<file path="config.mk">
export PLATFORM = sky130hd
export DESIGN_NAME = pc_sequencer
export DESIGN_NICKNAME = d
export VERILOG_FILES = /design/src/rtl/pc_sequencer.sv
export SDC_FILE = /design/constraint.sdc
export NUM_CORES = 1
export LEC_CHECK = 0
export ABC_CLOCK_PERIOD_IN_PS = 6900
export CAP_MARGIN = 10
export CELL_PAD_IN_SITES_DETAIL_PLACEMENT = 1
export CELL_PAD_IN_SITES_GLOBAL_PLACEMENT = 2
export CORE_MARGIN = 5
export CORE_UTILIZATION = 24
export CTS_BUF_LIST = sky130_fd_sc_hd__clkbuf_8
export CTS_CLUSTER_DIAMETER = 50
export CTS_CLUSTER_SIZE = 14
export DETAILED_ROUTE_END_ITERATION = 8
export PLACE_DENSITY = 0.89
export SLEW_MARGIN = 10
export SYNTH_ARGS = -nofsm -noshare
export SYNTH_HDL_FRONTEND = slang
export SYNTH_SLANG_ARGS = --single-unit
</file>
<file path="constraint.sdc">
create_clock -name CLK -period 6.9 [get_ports CLK]
set_clock_uncertainty 0.05 [all_clocks]
set_input_delay 1.38 -clock CLK [delete_from_list [all_inputs] [get_ports CLK]]
set_output_delay 1.38 -clock CLK [all_outputs]
set_load 0.005 [all_outputs]
</file>
<file path="src/rtl/pc_sequencer.sv">
// pc_sequencer: program-counter stage. Holds curPC and selects the next fetch
// address from sequential, branch, jump, register-indirect, call and return
// sources. An optional return-address stack (RAS) is built when the macro
// PCSEQ_RAS_EN is defined; otherwise call/return fall back to jump/indirect.
//
// Ports:
//   CLK, Reset          clock, synchronous active-high reset
//   PCWre               PC write enable (0 stalls PC, RAS and flags)
//   PCSrc[2:0]          next-PC source select
//   signedImmediate     sign-extended branch offset in words
//   addr[25:0]          jump target field
//   regAddr             register-indirect target
//   curPC               registered current PC
//   PC4, nextPC         combinational curPC+4 and selected next PC
//   rasEmpty, rasFull   RAS occupancy status
//   rasOvf, rasUnf      sticky overflow / underflow flags
//   pcMisalign          last loaded indirect target had nonzero low bits
module pc_sequencer #(
    parameter int unsigned          ADDR_W    = 32,
    parameter logic [ADDR_W-1:0]    RESET_VEC = '0,
    parameter int unsigned          RAS_DEPTH = 4
) (
    input  logic                CLK,
    input  logic                Reset,
    input  logic                PCWre,
    input  logic [2:0]          PCSrc,
    input  logic [ADDR_W-1:0]   signedImmediate,
    input  logic [25:0]         addr,
    input  logic [ADDR_W-1:0]   regAddr,
    output logic [ADDR_W-1:0]   curPC,
    output logic [ADDR_W-1:0]   PC4,
    output logic [ADDR_W-1:0]   nextPC,
    output logic                rasEmpty,
    output logic                rasFull,
    output logic                rasOvf,
    output logic                rasUnf,
    output logic                pcMisalign
);

    typedef enum logic [2:0] {
        SRC_SEQ = 3'b000,
        SRC_BEQ = 3'b001,
        SRC_J   = 3'b010,
        SRC_JR  = 3'b011,
        SRC_JAL = 3'b100,
        SRC_RET = 3'b101
    } pc_src_e;

    logic [ADDR_W-1:0] pc_q, pc_d;
    logic              misalign_q, misalign_d;

    logic [ADDR_W-1:0] pc4_c;
    logic [ADDR_W-1:0] beq_tgt_c;
    logic [ADDR_W-1:0] jump_tgt_c;
    logic [ADDR_W-1:0] ind_tgt_c;
    logic [ADDR_W-1:0] next_pc_c;
    logic              indirect_c;

    assign pc4_c      = pc_q + ADDR_W'(4);
    assign beq_tgt_c  = pc4_c + (signedImmediate << 2);
    assign jump_tgt_c = {pc4_c[ADDR_W-1:28], addr, 2'b00};
    assign ind_tgt_c  = {regAddr[ADDR_W-1:2], 2'b00};

`ifdef PCSEQ_RAS_EN
    localparam int unsigned PTR_W = (RAS_DEPTH > 1) ? $clog2(RAS_DEPTH) : 1;
    localparam int unsigned CNT_W = $clog2(RAS_DEPTH + 1);

    logic [ADDR_W-1:0] ras_mem [RAS_DEPTH];
    logic [PTR_W-1:0]  top_q, top_d;
    logic [CNT_W-1:0]  cnt_q, cnt_d;
    logic              ovf_q, ovf_d;
    logic              unf_q, unf_d;
    logic              push_c, pop_c, unf_evt_c, ras_we_c;
    logic              empty_c, full_c;
    logic [PTR_W-1:0]  wr_ptr_c;

    assign empty_c  = (cnt_q == '0);
    assign full_c   = (cnt_q == CNT_W'(RAS_DEPTH));
    assign wr_ptr_c = top_q + PTR_W'(1);
`endif

    // Next-PC source selection
    always_comb begin
        next_pc_c  = pc4_c;
        indirect_c = 1'b0;
`ifdef PCSEQ_RAS_EN
        push_c     = 1'b0;
        pop_c      = 1'b0;
        unf_evt_c  = 1'b0;
`endif
        case (PCSrc)
            SRC_BEQ: next_pc_c = beq_tgt_c;
            SRC_J:   next_pc_c = jump_tgt_c;
            SRC_JR: begin
                next_pc_c  = ind_tgt_c;
                indirect_c = 1'b1;
            end
            SRC_JAL: begin
                next_pc_c = jump_tgt_c;
`ifdef PCSEQ_RAS_EN
                push_c    = 1'b1;
`endif
            end
            SRC_RET: begin
`ifdef PCSEQ_RAS_EN
                // Empty stack falls back to the register-indirect target
                if (empty_c) begin
                    next_pc_c  = ind_tgt_c;
                    indirect_c = 1'b1;
                    unf_evt_c  = 1'b1;
                end else begin
                    next_pc_c  = ras_mem[top_q];
                    pop_c      = 1'b1;
                end
`else
                next_pc_c  = ind_tgt_c;
                indirect_c = 1'b1;
`endif
            end
            default: next_pc_c = pc4_c;
        endcase
    end

    // PC and misalign next state; stall holds both
    always_comb begin
        pc_d       = pc_q;
        misalign_d = misalign_q;
        if (PCWre) begin
            pc_d       = next_pc_c;
            misalign_d = indirect_c && (regAddr[1:0] != 2'b00);
        end
    end

    always_ff @(posedge CLK) begin
        if (Reset) begin
            pc_q       <= RESET_VEC;
            misalign_q <= 1'b0;
        end else begin
            pc_q       <= pc_d;
            misalign_q <= misalign_d;
        end
    end

`ifdef PCSEQ_RAS_EN
    // RAS pointer/count/flag next state; full push overwrites the oldest entry
    always_comb begin
        top_d    = top_q;
        cnt_d    = cnt_q;
        ovf_d    = ovf_q;
        unf_d    = unf_q;
        ras_we_c = 1'b0;
        if (PCWre) begin
            if (push_c) begin
                ras_we_c = !Reset;
                top_d    = wr_ptr_c;
                if (full_c) begin
                    ovf_d = 1'b1;
                end else begin
                    cnt_d = cnt_q + CNT_W'(1);
                end
            end
            if (pop_c) begin
                top_d = top_q - PTR_W'(1);
                cnt_d = cnt_q - CNT_W'(1);
            end
            if (unf_evt_c) begin
                unf_d = 1'b1;
            end
        end
    end

    always_ff @(posedge CLK) begin
        if (Reset) begin
            top_q <= '0;
            cnt_q <= '0;
            ovf_q <= 1'b0;
            unf_q <= 1'b0;
        end else begin
            top_q <= top_d;
            cnt_q <= cnt_d;
            ovf_q <= ovf_d;
            unf_q <= unf_d;
        end
    end

    // Entry storage needs no reset; occupancy is tracked by cnt_q
    always_ff @(posedge CLK) begin
        if (ras_we_c) begin
            ras_mem[wr_ptr_c] <= pc4_c;
        end
    end

    assign rasEmpty = empty_c;
    assign rasFull  = full_c;
    assign rasOvf   = ovf_q;
    assign rasUnf   = unf_q;
`else
    assign rasEmpty = 1'b1;
    assign rasFull  = 1'b0;
    assign rasOvf   = 1'b0;
    assign rasUnf   = 1'b0;
`endif

    assign curPC      = pc_q;
    assign PC4        = pc4_c;
    assign nextPC     = next_pc_c;
    assign pcMisalign = misalign_q;

endmodule

</file>
# After elaboration in Yosys (flattened, before gate mapping)
# Index checks and enable logic that the tools add are counted.
[word_totals] ff_bits=33 mem_count=0 inputBits=96 mem_bits_ro=0 latch_bits=0 ramBits=0
[op_classes] n_addsub=2 reduce_logical=4 n_mux=2 shifts=0 div=0 eq_ne=5 bitwise_logic=0 n_mul=0 order_cmp=0
[ops] operator="one-hot mux 32 bit (3 select lines)" n=1
[ops] operator="adder 32 x 3 -> 32 bit, second input constant" n=1
[ops] operator="adder 32 bit" n=1
[ops] operator="== test 3 x 2 -> 1 bit, second input constant" n=2
[ops] operator="== test 3 bit, second input constant" n=2
[ops] operator="OR reduction 2 bit" n=2
[ops] operator="== test 3 x 1 -> 1 bit, second input constant" n=1
[ops] operator="nonzero test 2 bit" n=1
[ops] operator="logical AND 1 bit" n=1
[ops] operator="2-to-1 mux 1 bit" n=1

# Logic depth before layout (Yosys ltp)
[depth] ltp_word=4 mapped_depth=18 depth_no_buf=18

# Least setup slack after synthesis
# OpenSTA, ideal clock, no wires.
[synth_path] kind="input to output" start="input signedImmediate[0]" end="output nextPC[28]" arrival_time_ps=3644 slack_ps=1826 path_stages=11 t_required_ps=5470 n_path_buf=0 path_cell_list="ha_1 inv_1 fa_1 inv_1 a21oi_1 o21ai_1 a31oi_4 o31ai_2 a31o_4 mux2_4 a211oi_2"
[synth_between] elab_chain_len=2
[synth_lines] item="start: declaration" line_no="27" rtl="input logic [ADDR_W-1:0] signedImmediate,"
[synth_lines] item="adder 32 bit" line_no="60" rtl="assign beq_tgt_c = pc4_c + (signedImmediate << 2);"
[synth_lines] item="one-hot mux 32 bit (3 select lines)" line_no="91" rtl="case (PCSrc)"
[synth_lines] item="end: declaration" line_no="32" rtl="output logic [ADDR_W-1:0] nextPC,"
# Every way passes these cells.

# Worst setup path after layout
[layout_path] start="register pc_q[2] (netlist: curPC[2])" end="output nextPC[29]"
[layout_between] elab_chain_len=3
[layout_lines] item="start: declaration" line_no="49" rtl="logic [ADDR_W-1:0] pc_q, pc_d;"
[layout_lines] item="start signal: assignment" line_no="139" rtl="pc_q <= pc_d;"
[layout_lines] item="adder 32 x 3 -> 32 bit (*)" line_no="59" rtl="assign pc4_c = pc_q + ADDR_W'(4);"
[layout_lines] item="adder 32 bit" line_no="60"
[layout_lines] item="one-hot mux 32 bit (3 select lines) (*)" line_no="91"
# Every way passes the cells marked *; elsewhere a longest branch is shown, timed or not.

==> qor.yml <==
status: "completed"
numPortBuffers: 190
drc: 0
vias: 5016
layout_common_cells: "clkdlybuf4s50_1 (189), nor2_1 (76), nand2_1 (61)"
cts.sinks: 33
syn_area_um2: 4280
ys_seq_area_share_pct: 15.4
cp.buffers_inverters: 1
antenna_found_initial: 0
setup_slack_ns: 0.388
worstSetupPathType: "reg -> out"
final_antenna_net_count: 0
crit_arrival_ns: 5.08
synth_fa_ha_area_share_pct: 10.4
setup_viol: 0
cap_violations: 0
hold_viol: 0
ys.flop_type: "dfxtp_1"
cts-root-buf: "clkbuf_8"
drive_gt1_share_pct: 5.99
postLayoutCoreUtil_pct: 37.5
ys_ff_latch: 33
synth_top_family_by_area: "compound AO/OA/AOI/OAI gates"
synth_compound_area_share_pct: 26.7
first_pass_iters: 4
grt_pass1_wl_mm: 29.7
ys_warn_count: 0
period_share_pct: 94.4
cpLargestDelayFamily: "compound AO/OA/AOI/OAI gates"
rows: 48
area_growth_pct: 52.5
numCtsBuffers: 5
slew_violations: 0
io_pins: 197
synth.avg_cell_area_um2: 7.34
worst_path_max_delay_cell: "clkdlybuf4s50_1"
grt_pass1_vias: 5219
required_ns: 5.47
cts.path.max_buffers: 2
cpPeakStageDelay_ns: 0.55
cts_tree: "done"
tightest_slew_ns: 0.903
synth_xor_area_share_pct: 11.2
nNetsFinal: 898
finalSetupTns_ns: 0
synth_cell_types: 69
vias_per_cell: 5.05
htree_levels: 2
fmax_mhz: 154
drtIter0Drc: 162
clk_latency_ns: 0.31
grt_max_degree: 35
wl_per_cell_um: 20.0
routed_wl_mm: 19.9
hold_buffers: 0
diodes: 0
rsz0062_at_grt: "false"
multi_input_area_um2: 3430
grt_usage_pct: 18.6
cp_cell_sequence: "ha_1 -> nand3_1 -> or2_1 -> nor3_4 -> nand2_1 -> nor3_1 -> xor2_1 -> ha_1 -> a21oi_1 -> o211ai_1 -> a2111oi_0 -> o21ai_1 -> a311oi_1 -> a31oi_1 -> o21ai_1 -> clkdlybuf4s50_1"
core-area_um2: 17400
cts.repair.resized: 0
synth_mux_area_share_pct: 7.91
initial_core_util_pct: 24.6
dp_hpwl_mm: 15.8
synth_edf_count: 0
clk_pin_slew_ns: 0.08
hold_class: "reg -> reg"
seq_area_um2: 661
grt-ovfl-total: 0
synthArstFlopShare_pct: 0
p_per_area_nw_per_um2: 141
dp_slack_ns: 0.498
die-area_um2: 20600
final_common_cell: "clkdlybuf4s50_1"
synth-simple-area-share_pct: 23.1
crit_path_start_kind: "flop"
fillers: 2132
fp.dieH_um: 144
cp-end-kind: "output port"
maxSlewHeadroom_pct: 39.8
whs_ns: 0.418
p_leak_nw: 2.66
synthCells: 584
gp_congestion: 0.885
period_minus_slack_ns: 6.51
vdd_drop_max_mv: 0.0582
die_x_um: 144
crit_fanout: 7
post_cts_buffers: 0
## stage by stage
step,instances,total power [mW],area [µm²]
6_report,993,0.924,6530
5_1_grt,993,0.989,6530
4_1_cts,993,0.935,6530
3_5_place_dp,985,0.772,6450
3_3_place_gp,985,0.768,6450
2_1_floorplan,586,0.504,4290
## cells by family after synthesis
logic type	after synthesis
simple gates	209
compound gates	166
xor+xnor	55
buf+inv	51
fa+ha+maj	35
mux	33
flops	33
other cells	2
## tightest hold or removal path: stages, from the launching register on
cell and delay, ns:
dfxtp_1 0.32, nand2_1 0.06, a21oi_1 0.05
## where the power goes
group          total, mW  switching (mW)  internal [mW]  leakage (nW)
Clock              0.159          0.0910         0.0677        0.0519
Combinational      0.537           0.263          0.274          2.34
Sequential         0.228          0.0229          0.205         0.272
Total              0.924           0.377          0.547          2.66
## flip-flops by register name, indices dropped and copies added (netlist names)
signal,count
pcMisalign,1
curPC,32
## Yosys cell counts, types with 2 or more instances
| cell | n | area share [%] |
|---|---|---|
| nor2_1 | 76 | 6.7 |
| nand2_1 | 61 | 5.3 |
| a21oi_1 | 47 | 5.5 |
| ha_1 | 34 | 9.9 |
| dfxtp_1 | 33 | 15 |
| xnor2_1 | 33 | 6.7 |
| mux2i_1 | 29 | 6.8 |
| o21ai_0 | 26 | 3.0 |
| xor2_1 | 22 | 4.5 |
| inv_1 | 21 | 1.8 |
| clkbuf_1 | 18 | 1.6 |
| nand3_1 | 16 | 1.9 |
| nor3_1 | 14 | 1.6 |
| a21o_1 | 12 | 2.1 |
| nand4_1 | 9 | 1.3 |
| o211ai_1 | 9 | 1.6 |
| o21a_1 | 9 | 1.6 |
| a211oi_1 | 8 | 1.4 |
| o221ai_1 | 8 | 1.6 |
| o21ai_1 | 7 | 0.82 |
| a311oi_1 | 6 | 1.2 |
| and2_1 | 6 | 0.88 |
| buf_4 | 6 | 1.1 |
| and3_1 | 5 | 0.73 |
| buf_1 | 5 | 0.44 |
| a221o_1 | 4 | 0.93 |
| nor3b_1 | 4 | 0.70 |
| mux2_2 | 3 | 0.79 |
| nor2b_1 | 3 | 0.44 |
| or2_2 | 3 | 0.44 |
| a211oi_2 | 2 | 0.58 |
| a21boi_0 | 2 | 0.35 |
| a22o_1 | 2 | 0.41 |
| a31o_2 | 2 | 0.41 |
| a31oi_1 | 2 | 0.29 |
| a32oi_1 | 2 | 0.41 |
| conb_1 | 2 | 0.18 |
| o31ai_1 | 2 | 0.35 |
## metal layers
| layer | vias to the layer above | share of wire (%) | track usage [%] |
|---|---|---|---|
| met5 | - | 0 | 0 |
| met4 | 0 | 1.1 | 3.27 |
| met3 | 13 | 6.1 | 3.79 |
| met2 | 130 | 49 | 33.0 |
| met1 | 2400 | 44 | 23.6 |
| li1 | 2473 | - | - |
## final cells by class
cell class              count  area share (%)
inverters                  21            1.21
flip-flops and latches     33            10.1
multi-input cells         502            52.5
clock inverters             3           0.172
well taps                 225            4.31
repair buffers            204            30.7
clock buffers               5            1.05
## worst paths after layout
kind                                  from    endpoint  slack (ns)  cells past startpoint
worst min-delay path            pcMisalign  pcMisalign        0.42                      2
worst max register to register    curPC[2]   curPC[29]        2.26                     17
worst max-delay path              curPC[2]  nextPC[29]        0.39                     16
worst min register to register  pcMisalign  pcMisalign        0.42                      2
Power figures use the tool's default switching activity.
